## src/rtl/instr_encoder.sv

```systemverilog
// Field-level command to RV32I word encoder for lw/sw/R-type/beq/addi,
// streaming encoded words sequentially into instruction memory.
module instr_encoder #(
  parameter int ADDR_W = 10,
  parameter logic [ADDR_W-1:0] BASE_ADDR = '0
) (
  input  logic              clk,
  input  logic              rst_n,
  input  logic              clr,
  input  logic              in_valid,
  output logic              in_ready,
  input  logic [2:0]        in_kind,
  input  logic [2:0]        in_funct3,
  input  logic              in_f7b5,
  input  logic [4:0]        in_rd,
  input  logic [4:0]        in_rs1,
  input  logic [4:0]        in_rs2,
  input  logic [12:0]       in_imm,
  output logic              wr_en,
  input  logic              wr_ready,
  output logic [ADDR_W-1:0] wr_addr,
  output logic [31:0]       wr_data,
  output logic              full,
  output logic              err,
  output logic [1:0]        err_code
);

  localparam logic [ADDR_W-1:0] LAST = '1;

  logic is_lw, is_sw, is_r, is_beq, is_addi;
  logic illegal, range_bad, odd;
  logic at_last, accept, done;
  logic [1:0] chk;
  logic [31:0] word;

  assign is_lw   = in_kind == 3'd0;
  assign is_sw   = in_kind == 3'd1;
  assign is_r    = in_kind == 3'd2;
  assign is_beq  = in_kind == 3'd3;
  assign is_addi = in_kind == 3'd4;

  assign illegal = (in_kind > 3'd4) ||
    (is_r && in_f7b5 &&
     in_funct3 != 3'b000 && in_funct3 != 3'b101);
  assign range_bad = !is_beq && (in_imm[12] != in_imm[11]);
  assign odd = is_beq && in_imm[0];

  always_comb begin
    chk = 2'b00;
    if (illegal)        chk = 2'b01;
    else if (range_bad) chk = 2'b10;
    else if (odd)       chk = 2'b11;
  end

  always_comb begin
    word = '0;
    unique case (1'b1)
      is_lw:
        word = {in_imm[11:0], in_rs1, 3'b010,
                in_rd, 7'b0000011};
      is_sw:
        word = {in_imm[11:5], in_rs2, in_rs1, 3'b010,
                in_imm[4:0], 7'b0100011};
      is_r:
        word = {1'b0, in_f7b5, 5'b00000, in_rs2, in_rs1,
                in_funct3, in_rd, 7'b0110011};
      is_beq:
        word = {in_imm[12], in_imm[10:5], in_rs2, in_rs1,
                3'b000, in_imm[4:1], in_imm[11], 7'b1100011};
      is_addi:
        word = {in_imm[11:0], in_rs1, 3'b000,
                in_rd, 7'b0010011};
      default: word = '0;
    endcase
  end

  // A word pending at the last address must not be overtaken by a new one.
  assign at_last  = wr_addr == LAST;
  assign in_ready = !full && !clr &&
                    (!wr_en || (wr_ready && !at_last));
  assign accept   = in_valid && in_ready;
  assign done     = wr_en && wr_ready;

  always_ff @(posedge clk) begin
    if (!rst_n) begin
      wr_en    <= 1'b0;
      wr_addr  <= BASE_ADDR;
      wr_data  <= '0;
      full     <= 1'b0;
      err      <= 1'b0;
      err_code <= 2'b00;
    end else if (clr) begin
      wr_en    <= 1'b0;
      wr_addr  <= BASE_ADDR;
      full     <= 1'b0;
      err      <= 1'b0;
      err_code <= 2'b00;
    end else begin
      if (done) begin
        wr_en <= 1'b0;
        if (at_last) full <= 1'b1;
        else wr_addr <= wr_addr + 1'b1;
      end
      if (accept) begin
        if (chk != 2'b00) begin
          err <= 1'b1;
          if (!err) err_code <= chk;
        end else begin
          wr_en   <= 1'b1;
          wr_data <= word;
        end
      end
    end
  end

endmodule

```

## config.mk

```make
export PLATFORM = sky130hd
export DESIGN_NAME = instr_encoder
export DESIGN_NICKNAME = d
export VERILOG_FILES = /design/src/rtl/instr_encoder.sv
export SDC_FILE = /design/constraint.sdc
export NUM_CORES = 1
export LEC_CHECK = 0
export CAP_MARGIN = 0
export CELL_PAD_IN_SITES_DETAIL_PLACEMENT = 1
export CELL_PAD_IN_SITES_GLOBAL_PLACEMENT = 2
export CORE_ASPECT_RATIO = 1.4
export CORE_MARGIN = 2
export CORE_UTILIZATION = 26
export CTS_BUF_LIST = sky130_fd_sc_hd__clkbuf_4
export CTS_CLUSTER_SIZE = 30
export DETAILED_ROUTE_END_ITERATION = 6
export PLACE_DENSITY_LB_ADDON = 0.1
export REMOVE_ABC_BUFFERS = 1
export SLEW_MARGIN = 20
export SYNTH_ARGS = -nofsm -noshare
export SYNTH_HDL_FRONTEND = slang
export SYNTH_SLANG_ARGS = --single-unit
```

## constraint.sdc

```tcl
create_clock -name clk -period 4.4 [get_ports clk]
set_input_delay 0.88 -clock clk [delete_from_list [all_inputs] [get_ports clk]]
set_output_delay 0.88 -clock clk [all_outputs]
set_load 0.05 [all_outputs]
```

* Word-level counts from Yosys, hierarchy flattened *
Index checks and enable logic that the tools add are counted.

word-level totals
  word-level logic and storage cells = 53
  output and inout bits = 48
  flip-flop bits (word level) = 47
  bits of input ports = 40

operators by class
  reductions and logical operators = 26
  bitwise gates (word level) = 5
  muxes and demuxes = 7
  magnitude comparators = 1
  add/sub/neg operators = 1
  equality and inequality tests = 7

operators with widths
  kind                                                                    count
  32-bit one-hot mux with 5 select lines                                  1
  10-bit by 1-bit adder with 10-bit output (second input constant)        1
  10-bit equality test (second input constant)                            1
  1-bit logical AND                                                       10
  3-bit by 2-bit equality test with 1-bit output (second input constant)  2
  2-bit two-way mux                                                       3
  2-bit AND reduction                                                     3
  3-bit AND reduction                                                     2
  1-bit logical NOT                                                       5
  1-bit inverter                                                          5
  3-bit by 1-bit equality test with 1-bit output (second input constant)  1
  3-bit equality test (second input constant)                             1
  3-bit > comparator (second input constant)                              1
  3-bit logical NOT                                                       1
  1-bit two-way mux                                                       3
  3-bit inequality test (second input constant)                           1
  3-bit nonzero test                                                      1
  1-bit logical OR                                                        2
  2-bit nonzero test                                                      1
  2-bit OR reduction                                                      1
  1-bit inequality test                                                   1

* Depth between registers and ports, before layout *
  depth in word-level cells = 9
  gate-level depth with buffers = 8
  depth with buffers taken out = 6

* Least setup slack after synthesis *
OpenSTA, ideal clock, no wires.

  kind = register to output
  start point = register wr_addr[0]
  end point = output in_ready
  setup slack = 996 ps
  stages on the path, launching flop included = 5
  arrival = 2524 ps
  path through = dfxtp_1 > ha_1 > and3_1 > a41o_4 > a211oi_1

between the ends
  word-level cells in the longest chain between the ends = 5

RTL lines
  what                    line  RTL
  from (decl)             21    output logic [ADDR_W-1:0] wr_addr,
  from (signal assigned)  102   else wr_addr <= wr_addr + 1'b1;
  10-bit equality test    78    assign at_last = wr_addr == LAST;
  1-bit logical NOT       80    (!wr_en || (wr_ready && !at_last));
  1-bit logical AND       80
  1-bit logical OR        80
  1-bit logical AND       79    assign in_ready = !full && !clr &&
  to (decl)               11    output logic in_ready,

No other way between the ends.

* Worst setup path in the final report *
  start point = input wr_ready
  end point = output in_ready

between the ends
  word-level cells in the longest chain between the ends = 3

RTL lines
  what               line  RTL
  from (decl)        20    input logic wr_ready,
  1-bit logical AND  80
  1-bit logical OR   80
  1-bit logical AND  79

No other way between the ends.

==> results.md <==
* Overall Global Routing Usage at between 10% and 20%
* P_leak at ~1.0 nW
* Vias per inst at around 5
* Final GP Congestion at 0.760
* Max-cap viol count at 0
* Number of global-route vias before repair at 2135
* Dpl cell area at roughly 3000 sq um
* WHS at approximately 0.47 ns
* Detailed Place HPWL at 4.99 mm
* DR DRC count at 0
* Final Cell Area at between 3000 and 4000 sq um
* Overall power at approximately 810 uW
* WP data arrival at 2.81 ns
* PwrDens at approximately 270 nW/um^2
* CTS tree: yes
* Max-slew headroom at between 30% and 40%
* GRT Residual Overflow at 0
* Root Driver: clkbuf_4
* Yosys warning count at 0
* FF+latch count, synth at between 40 and 50
* Max IR drop VDD at ~110 uV
* EDFF count, synth at 0
* Vias at approximately 2100
* Area delta synth->final at 46.6%
* Starting Density at between 20% and 30%
* Row cnt at 38
* Ratio of cells with drive above 1 in the final layout at under 10%
* Clk_skew at ~0.010 ns
* Largest net degree at the start of global routing at 24
* Critical-path cell list: clkdlybuf4s50_1 > inv_1 > a41o_4 > a211oi_1 > clkdlybuf4s50_1
* Clock tree buffer depth at 2
* Final setup TNS at 0 ns
* Antenna Cells at 0
* RSZ-0062 raised after global routing: false
* Worst Setup End Kind: output port
* Final setup viols at 0
* Htree depth at 2
* Setup WS pre-CTS at about 0.71 ns
* CTS sink count at 44
* First-pass GRT wire length at 10.8 mm
* Hold Crit Class: reg2reg
* Largest fanout on the critical path at 4
* Worst Path Required at about 3.5 ns
* Total CTS buffers at 5
* Post-CTS setup buffers at 0
* Drt total wl at just under 7 mm
* F_max at 271 MHz
* DRT iter0 DRCs at 55
* Final hold vios at 0
* Final setup margin at a little over 0.7 ns
* Sequential area share after synthesis at 42.2%
* Count of nets after finishing at 364
* Slowest stage cell, crit path: clkdlybuf4s50_1
* Worst path max stage delay at approximately 0.83 ns
* Io pins at slightly below 90
* Ys async rst share at 0%
* Status: completed
* Cell repeated most along the worst path: clkdlybuf4s50_1
* Critical path type: in2out
* Router iterations before antenna repair at 4
* Slew at the pin closest to its max-slew limit at about 1.0 ns
* Die height at 110 um
* Antenna viol nets, final at 0
* Post-CTS sizing at 0
* Synthesized area per cell at 8.52 sq um
* Port buffer count at between 80 and 90
* Post-Syn Area at about 2100 sq um
* CORE AREA at between 7000 and 8000 sq um
* Crit path time final at 3.69 ns
* DR WL/cell at 15.9 um
* Die area at around 9000 sq um
* Synth cell types at 41
* Fin. max-slew vios at 0
* Setup crit start kind: input port
* Ys flop type: dfxtp_1
* Initial antenna violation count at 0
* Post-synthesis cell count at 245
* Period utilisation layout at a little over four fifths
* Worst-Skew Late Latency at roughly 0.35 ns
* Die extent in x at about 80 um
* Hold buffers post-CTS at 0
* Clock Pin Slew Worst Setup and Hold Paths at around 0.12 ns
-- metal layers --
metal  share of wire, %  global-route usage [%]
met1                 43                    17.7
met2                 53                    30.3
met3                3.2                    2.93
met4                1.3                    4.43
met5                  0                       0
-- cell usage after synthesis, types with 2 or more instances --
cell / instances / area (sq um)
nand3_1: 9 / 45.0
a21oi_1: 36 / 180
nor3b_1: 5 / 37.5
xor2_1: 7 / 61.3
buf_2: 5 / 25.0
a32oi_1: 4 / 35.0
nand2b_1: 2 / 12.5
mux2i_1: 8 / 80.1
nand3b_1: 2 / 15.0
or3_1: 2 / 12.5
o21ai_0: 12 / 60.1
nand4_1: 5 / 31.3
clkbuf_1: 10 / 37.5
nor3_1: 2 / 10.0
nor2_1: 21 / 78.8
or4_1: 2 / 15.0
and3_1: 2 / 12.5
o21a_1: 2 / 15.0
nand2_1: 18 / 67.6
dfxtp_1: 44 / 881
inv_1: 8 / 30.0
a211oi_1: 16 / 120
buf_4: 3 / 22.5
a221oi_1: 2 / 17.5
xnor2_1: 2 / 17.5
-- where the power goes --
group	switching (mW)	internal, mW
Sequential	0.00599	0.409
Combinational	0.115	0.0770
Clock	0.131	0.0741
-- area by class of cell --
type,instances,area [sq um]
flip-flops and latches,44,881
well taps,100,125
repair buffers,89,881
clock inverters,1,3.75
multi-input cells,175,1090
inverters,8,30.0
fillers,946,4690
clock buffers,7,52.6
-- worst max-delay path: cells and delay by family --
family | cells | cell delay, ns
AO/OA/AOI/OAI | 2 | 0.48
buffers and inverters | 3 | 1.43
-- final timing paths --
check	cells after the start	start	slack, ns	endpoint
worst min-delay path	2	wr_data[29]	0.47	wr_data[29]
worst max-delay path	5	wr_ready	0.71	in_ready
worst max register to register	6	wr_addr[0]	1.40	wr_data[24]
worst min register to register	2	wr_data[29]	0.47	wr_data[29]
-- logic make-up (layout without fill, tap and decap cells) --
group / after synthesis / after routing / share of synthesized area (%)
XOR/XNOR: 9 / 9 / 3.78
flip-flops: 44 / 44 / 42.2
multiplexers: 9 / 9 / 4.38
adder cells (fa/ha/maj): 1 / 1 / 0.599
buffers and inverters: 27 / 105 / 6.06
other: 1 / 2 / 0.180
AND/OR/NAND/NOR: 74 / 74 / 17.6
AO/OA/AOI/OAI: 80 / 80 / 25.2
-- flip-flops by register name, summed over array words and instances, names as in the netlist --
register / cells
err_code: 2
wr_en: 1
full: 1
wr_data: 29
err: 1
wr_addr: 10
-- layout by cell type (no fill, tap or decap), drive strengths merged, types with 3 or more instances in the layout --
master	netlist	routed
clkdlybuf4s50	0	85
dfxtp	44	44
a21oi	36	36
nor2	21	21
nand2	18	18
a211oi	16	16
o21ai	12	12
nand3	9	9
inv	8	8
mux2i	8	8
xor2	7	7
clkbuf	10	7
nor3b	5	5
nand4	5	5
a32oi	4	4
buf	9	4
or3	3	3
-- through the flow --
step                      cells  utilization (%)
after global placement      416             38.7
after CTS                   424             39.5
final                       424             39.5
after global routing        424             39.5
after floorplan             227                -
after detailed placement    416             38.7
No activity file was read; power rests on OpenSTA's default activity.
